## src/rtl/fb_stream_reader.sv

```systemverilog
// -----------------------------------------------------------------------------
// fb_stream_reader
//   Scans a WIDTH x HEIGHT frame out of a synchronous-read frame buffer and
//   emits it as a ready/valid pixel stream, one pixel per beat, with SOP on
//   address 0 and EOP on the last address. Reads are only issued when the
//   output FIFO is guaranteed to have room for them, so the FIFO never
//   overflows and the sink may stall at any time.
//
//   Optional feature macro: FB_READER_PATTERN_EN
//     Defined   -> extra input pattern_en; when latched high at the start of a
//                  frame, pixel data is replaced by 8 vertical colour bars.
//     Undefined -> pixel data always comes from rd_data.
//
// Ports
//   clk        : single clock
//   reset      : synchronous, active-high
//   enable     : level, frames run while high (a started frame always completes)
//   rd_addr    : frame buffer read address (registered)
//   rd_data    : frame buffer data, RD_LAT cycles after rd_addr, ch0 in MSBs
//   src_valid  : beat valid
//   src_ready  : sink ready (ready latency 0)
//   src_data   : expanded pixel, ch0 in MSBs
//   src_sop    : first pixel of frame
//   src_eop    : last pixel of frame
//   frame_done : one-cycle pulse the cycle after the EOP beat is accepted
//   busy       : high while a frame is being read or drained
//   pattern_en : (FB_READER_PATTERN_EN only) colour-bar test pattern select
// -----------------------------------------------------------------------------
module fb_stream_reader #(
  parameter int WIDTH      = 320,
  parameter int HEIGHT     = 240,
  parameter int CH         = 3,
  parameter int CW_IN      = 4,
  parameter int CW_OUT     = 10,
  parameter int ADDR_W     = 17,
  parameter int RD_LAT     = 1,
  parameter int FIFO_DEPTH = 4
) (
  input  logic                   clk,
  input  logic                   reset,
  input  logic                   enable,
  output logic [ADDR_W-1:0]      rd_addr,
  input  logic [CH*CW_IN-1:0]    rd_data,
  output logic                   src_valid,
  input  logic                   src_ready,
  output logic [CH*CW_OUT-1:0]   src_data,
  output logic                   src_sop,
  output logic                   src_eop,
  output logic                   frame_done,
  output logic                   busy
`ifdef FB_READER_PATTERN_EN
  ,
  input  logic                   pattern_en
`endif
);

  localparam int COL_W = (WIDTH > 1) ? $clog2(WIDTH) : 1;
  localparam int ROW_W = (HEIGHT > 1) ? $clog2(HEIGHT) : 1;
  localparam int CNT_W = $clog2(FIFO_DEPTH + 1);
  localparam int PTR_W = (FIFO_DEPTH > 1) ? $clog2(FIFO_DEPTH) : 1;
  localparam int DW    = CH * CW_OUT;

  localparam logic [COL_W-1:0] COL_LAST = COL_W'(WIDTH - 1);
  localparam logic [ROW_W-1:0] ROW_LAST = ROW_W'(HEIGHT - 1);
  localparam logic [PTR_W-1:0] PTR_LAST = PTR_W'(FIFO_DEPTH - 1);
  localparam logic [CNT_W:0]   DEPTH_C  = (CNT_W + 1)'(FIFO_DEPTH);

  typedef enum logic [1:0] {S_IDLE, S_RUN, S_DRAIN} state_t;

  typedef struct packed {
    logic       vld;
    logic       sop;
    logic       eop;
`ifdef FB_READER_PATTERN_EN
    logic       pat;
    logic [2:0] bar;
`endif
  } tag_t;

  typedef struct packed {
    logic          sop;
    logic          eop;
    logic [DW-1:0] data;
  } entry_t;

  state_t            state_q, state_d;
  logic              issue;
  logic [COL_W-1:0]  col_q;
  logic [ROW_W-1:0]  row_q;
  logic [ADDR_W-1:0] rd_addr_q;
  logic              last_pix;

  tag_t              tag_new;
  tag_t              tag_in [RD_LAT];
  tag_t              tag_q  [RD_LAT];
  tag_t              tag_out;
  logic              push;
  logic              pop;
  logic [DW-1:0]     wr_data;

  entry_t            fifo_mem [FIFO_DEPTH];
  entry_t            head;
  logic [PTR_W-1:0]  wr_ptr_q, rd_ptr_q;
  logic [CNT_W-1:0]  count_q, inflight_q;
  logic              frame_done_q;

  // Outstanding reads plus buffered pixels may never exceed FIFO capacity.
  logic [CNT_W:0]    occupancy;
  assign occupancy = {1'b0, count_q} + {1'b0, inflight_q};
  assign last_pix  = (col_q == COL_LAST) && (row_q == ROW_LAST);

  // ---------------- FSM: state register ----------------
  always_ff @(posedge clk) begin
    if (reset) state_q <= S_IDLE;
    else       state_q <= state_d;
  end

  // ---------------- FSM: next state ----------------
  always_comb begin
    state_d = state_q;
    case (state_q)
      S_IDLE:  if (enable) state_d = S_RUN;
      S_RUN:   if (issue && last_pix && !enable) state_d = S_DRAIN;
      S_DRAIN: if (count_q == '0 && inflight_q == '0) state_d = S_IDLE;
      default: state_d = S_IDLE;
    endcase
  end

  // ---------------- FSM: outputs ----------------
  always_comb begin
    busy      = (state_q != S_IDLE);
    issue     = (state_q == S_RUN) && (occupancy < DEPTH_C);
    src_valid = (count_q != '0);
  end

  // Raster counters. Addresses are row-major, so the address itself is just a
  // running counter that wraps together with the row/col counters.
  always_ff @(posedge clk) begin
    if (reset) begin
      col_q     <= '0;
      row_q     <= '0;
      rd_addr_q <= '0;
    end else if (issue) begin
      if (last_pix) begin
        col_q     <= '0;
        row_q     <= '0;
        rd_addr_q <= '0;
      end else begin
        rd_addr_q <= rd_addr_q + ADDR_W'(1);
        if (col_q == COL_LAST) begin
          col_q <= '0;
          row_q <= row_q + ROW_W'(1);
        end else begin
          col_q <= col_q + COL_W'(1);
        end
      end
    end
  end

  assign rd_addr = rd_addr_q;

`ifdef FB_READER_PATTERN_EN
  // Pattern select is latched with address 0 so a frame is never mixed.
  logic        pat_frame_q;
  logic        pat_now;
  logic [31:0] bar_full;
  assign pat_now  = (rd_addr_q == '0) ? pattern_en : pat_frame_q;
  assign bar_full = (32'(col_q) << 3) / 32'(WIDTH);

  always_ff @(posedge clk) begin
    if (reset)                          pat_frame_q <= 1'b0;
    else if (issue && rd_addr_q == '0)  pat_frame_q <= pattern_en;
  end
`endif

  always_comb begin
    tag_new     = '0;
    tag_new.vld = issue;
    tag_new.sop = (rd_addr_q == '0);
    tag_new.eop = last_pix;
`ifdef FB_READER_PATTERN_EN
    tag_new.pat = pat_now;
    tag_new.bar = bar_full[2:0];
`endif
  end

  // Tag shift register, aligned with the frame buffer read latency.
  genvar gi, gj;
  generate
    for (gi = 0; gi < RD_LAT; gi++) begin : g_tag
      if (gi == 0) begin : g_first
        assign tag_in[gi] = tag_new;
      end else begin : g_next
        assign tag_in[gi] = tag_q[gi-1];
      end
    end
  endgenerate

  always_ff @(posedge clk) begin
    for (int i = 0; i < RD_LAT; i++) begin
      if (reset) tag_q[i] <= '0;
      else       tag_q[i] <= tag_in[i];
    end
  end

  assign tag_out = tag_q[RD_LAT-1];
  assign push    = tag_out.vld;

  // Per-channel width conversion: replicate MSB-first, truncate to CW_OUT.
  generate
    for (gi = 0; gi < CH; gi++) begin : g_ch
      logic [CW_IN-1:0]  ch_in;
      logic [CW_OUT-1:0] ch_exp;
      assign ch_in = rd_data[(CH-1-gi)*CW_IN +: CW_IN];
      for (gj = 0; gj < CW_OUT; gj++) begin : g_bit
        assign ch_exp[CW_OUT-1-gj] = ch_in[CW_IN-1-(gj % CW_IN)];
      end
`ifdef FB_READER_PATTERN_EN
      logic ch_on;
      if (CH - 1 - gi < 3) begin : g_bar
        assign ch_on = tag_out.bar[CH-1-gi];
      end else begin : g_nobar
        assign ch_on = 1'b0;
      end
      assign wr_data[(CH-1-gi)*CW_OUT +: CW_OUT] = tag_out.pat ? {CW_OUT{ch_on}} : ch_exp;
`else
      assign wr_data[(CH-1-gi)*CW_OUT +: CW_OUT] = ch_exp;
`endif
    end
  endgenerate

  // ---------------- Output FIFO ----------------
  assign head = fifo_mem[rd_ptr_q];
  assign pop  = src_valid && src_ready;

  always_ff @(posedge clk) begin
    if (push) fifo_mem[wr_ptr_q] <= '{sop: tag_out.sop, eop: tag_out.eop, data: wr_data};
  end

  always_ff @(posedge clk) begin
    if (reset) begin
      wr_ptr_q     <= '0;
      rd_ptr_q     <= '0;
      count_q      <= '0;
      inflight_q   <= '0;
      frame_done_q <= 1'b0;
    end else begin
      if (push) wr_ptr_q <= (wr_ptr_q == PTR_LAST) ? '0 : wr_ptr_q + PTR_W'(1);
      if (pop)  rd_ptr_q <= (rd_ptr_q == PTR_LAST) ? '0 : rd_ptr_q + PTR_W'(1);
      case ({push, pop})
        2'b10:   count_q <= count_q + CNT_W'(1);
        2'b01:   count_q <= count_q - CNT_W'(1);
        default: count_q <= count_q;
      endcase
      case ({issue, push})
        2'b10:   inflight_q <= inflight_q + CNT_W'(1);
        2'b01:   inflight_q <= inflight_q - CNT_W'(1);
        default: inflight_q <= inflight_q;
      endcase
      frame_done_q <= pop && head.eop;
    end
  end

  assign src_data   = head.data;
  assign src_sop    = head.sop;
  assign src_eop    = head.eop;
  assign frame_done = frame_done_q;

endmodule
```

## config.mk

```make
export PLATFORM = sky130hd
export DESIGN_NAME = fb_stream_reader
export DESIGN_NICKNAME = d
export VERILOG_FILES = /design/src/rtl/fb_stream_reader.sv
export SDC_FILE = /design/constraint.sdc
export NUM_CORES = 1
export LEC_CHECK = 0
export CORE_MARGIN = 1.5
export CORE_UTILIZATION = 53
export DETAILED_ROUTE_END_ITERATION = 10
export MAX_ROUTING_LAYER = met4
export PLACE_DENSITY = 0.78
export SLEW_MARGIN = 20
export SYNTH_ARGS = -nofsm -noshare
export SYNTH_HDL_FRONTEND = slang
export SYNTH_SLANG_ARGS = --single-unit
```

## constraint.sdc

```tcl
create_clock -name clk -period 4.5 [get_ports clk]
set_clock_uncertainty 0.05 [all_clocks]
set_input_delay 0.9 -clock clk [delete_from_list [all_inputs] [get_ports clk]]
set_output_delay 0.9 -clock clk [all_outputs]
set_load 0.02 [all_outputs]
```

==> impl_metrics.tcl <==
set metrics [dict create \
    cts_root_buffer "clkbuf_8" \
    holdBufCountCts 0 \
    synth.area.top_cells "edfxtp_1 36%, dfxtp_1 22%, mux4_2 6.7%, a21oi_1 3.5%, ha_1 3.5%" \
    wl_per_cell_um 15.74 \
    track_usage_pct 20.00 \
    peakVddDrop_v 0.0002255 \
    worst-path-max-fanout 14 \
    cts-htree-levels 3 \
    yosysSeqAreaShare_pct 58.28 \
    tightest_slew_ns 0.9561 \
    outcome "complete, no violations" \
    syn-instance-count 382 \
    synth_top_area_share_pct 35.99 \
    vias 3124 \
    gp_congestion 0.8504 \
    clk_path_buf_depth 2 \
    first_iter_violations 136 \
    ys_ff_latch 108 \
    dieArea_um2 9388 \
    fin_crit_sh_pct 77.64 \
    dpl.cell_count 528 \
    async_flop_share_pct 0 \
    cts_buffers 9 \
    final_antenna_net_count 0 \
    end_kind "primary output" \
    stdcell_count 544 \
    n_antenna_cell 0 \
    critPathKind "flop to primary output" \
    synth_edf_count 56 \
    antenna_found_initial 0 \
    grt_max_degree 34 \
    yosysMostFrequentCell "edfxtp_1" \
    crit_family "flip-flops" \
    min_from "row_q[7]$_SDFFE_PP0P_" \
    cpMaxStageDelayCell "dfxtp_1" \
    dr.pass1.iters 4 \
    core.rowCount 34 \
    worst_ep_required_time_ns 3.55 \
    critPathBufInv 1 \
    finalHoldViolations 0 \
    initial_core_util_pct 54.10 \
    routed_wirelength_um 8563 \
    finalSetupViolCount 0 \
    fin_ws_ns 1.006 \
    dp_hpwl_um 5947 \
    holdPathStages 2 \
    leakage_uw 0.001791 \
    pre_cts_slack_ns 1.340 \
    synth_cell_type_count 38 \
    grt.overflow.total 0 \
    post_cts_buffers 0 \
    reg2reg_from "count_q[2]$_SDFFE_PP0P_" \
    slew_viol_final 0 \
    cts_tree "built" \
    synth_nets 413 \
    cp_cell_sequence "mux4_2 > clkdlybuf4s50_1" \
    ctsResizeCount 0 \
    grt_pass1_vias 3040 \
    core-area_um2 8636 \
    synth_area_um2 4672 \
    min_path_type "flop to flop" \
    yosysTopAreaCell "edfxtp_1" \
    rr_worst_depth 5 \
    finalSetupTns_ns 0 \
    ios 68 \
    period_needed_ns 3.494 \
    synth_common_cells "56 x edfxtp_1, 52 x dfxtp_1, 33 x a21oi_1, 21 x nor2_1" \
    synth_area_per_cell_um2 12.23 \
    vias_per_cell 5.743 \
    slowest_delay_ns 0.97 \
    die_x_um 96.89 \
    drv_cap 0 \
    cts_sinks 108 \
    ys.flop_type "edfxtp_1" \
    powerDensity_nw_per_um2 416.5 \
    final_nets 462 \
    slew_headroom_pct 36.17 \
    synthToLayoutAreaGrowth_pct 17.81 \
    hold_end "row_q[7]$_SDFFE_PP0P_" \
    cp.arrival_ns 2.54 \
    drcViolationCount 0 \
    rsz0062_at_grt "no" \
    worstReg2RegEnd "rd_addr[13]$_SDFFE_PP0P_" \
    fmax_mhz 286.2 \
    die-height_um 96.89 \
    cp-start-kind "flop" \
    grt_pass1_wl_um 14690 \
    yosys_warnings 0 \
    drive_gt1_share_pct 8.257 \
    r2r_slack_ns 1.91 \
    io_buffers 67 \
    path_clk_slew_ns 0.11 \
    clk_latency_ns 0.37 \
]
cell families after synthesis:
group                    share of synthesized area [%]
AO/OA/AOI/OAI                                    7.793
AND/OR/NAND/NOR                                  14.81
multiplexers                                     7.392
XOR/XNOR                                         2.062
flip-flops                                       58.28
adder cells (fa/ha/maj)                          4.339
buffers and inverters                            5.329
metrics by stage:
step | total power, uW | util, % | hold slack, ns | cell area [um^2]
floorplan | 1561 | - | 0.3883 | 4672
global placement | 1729 | 61.46 | 0.4025 | 5308
detailed placement | 1749 | 61.46 | 0.4169 | 5308
CTS | 2312 | 63.74 | 0.4338 | 5504
global route | 2395 | 63.74 | 0.4436 | 5504
finish | 2293 | 63.74 | 0.4318 | 5504
report_power, final:
group	internal [uW]	switching [uW]	total (uW)
logic	287	282	569
registers	1080	66.2	1150
clock network	220	353	573
total	1590	701	2290
per-layer routing:
layer  global-route usage [%]  vias up  wire length (um)
met5                        -        -                 0
met2                    32.65       72              4367
met1                    25.57     1522              3727
met4                    6.912        0               104
li1                         -     1523                 -
met3                    3.179        7               363
cell usage in the layout (no fill, tap or decap), types with 2 or more instances in the layout:
cell type,count
nor2_1,21
and2_1,8
edfxtp_1,56
and3_1,4
o31ai_1,11
or3_1,18
inv_6,3
mux2i_1,3
a21oi_1,33
nand4_1,12
inv_8,2
inv_1,17
clkbuf_8,9
mux4_2,14
nand3_1,14
o21ai_0,17
nand2_1,12
o21bai_1,2
ha_1,13
buf_4,2
nor4_1,5
clkdlybuf4s50_1,67
and4_1,3
xor2_1,7
fa_1,2
dfxtp_1,52
xnor2_1,4
or4_1,12
final cells by class:
cell class              count  area [um^2]
clock buffers               9        123.9
inverters                  17        63.81
well taps                 108        135.1
clock inverters             7        72.57
fillers                   652         3132
repair buffers             69        685.7
flip-flops and latches    108         2723
multi-input cells         226         1700
how the worst max path moves through the flow:
stage | start | end | slack (ns) | cells after the start
2_1_floorplan | flop | src_data[14] | 1.58 | 4
4_1_cts | flop | src_data[25] | 0.92 | 2
3_5_place_dp | flop | src_data[25] | 1.34 | 2
5_1_grt | flop | src_data[25] | 0.80 | 2
3_3_place_gp | flop | src_eop | 1.39 | 2
6_report | flop | src_data[25] | 1.01 | 2
sequential cells by signal, summed over array words and instances, names as in the netlist, named ones only:
register and count:
col_q 9, count_q 3, fifo_mem 56, frame_done 1
inflight_q 3, rd_addr 17, rd_ptr_q 2, row_q 8
state_q 2, tag_q 3, wr_ptr_q 2
worst min-delay path, cell delays in order (launching register included):
cell and delay [ns]:
dfxtp_1 0.33, o31ai_1 0.06, a21oi_1 0.05
Note: power is estimated with default switching activity, not from simulation.
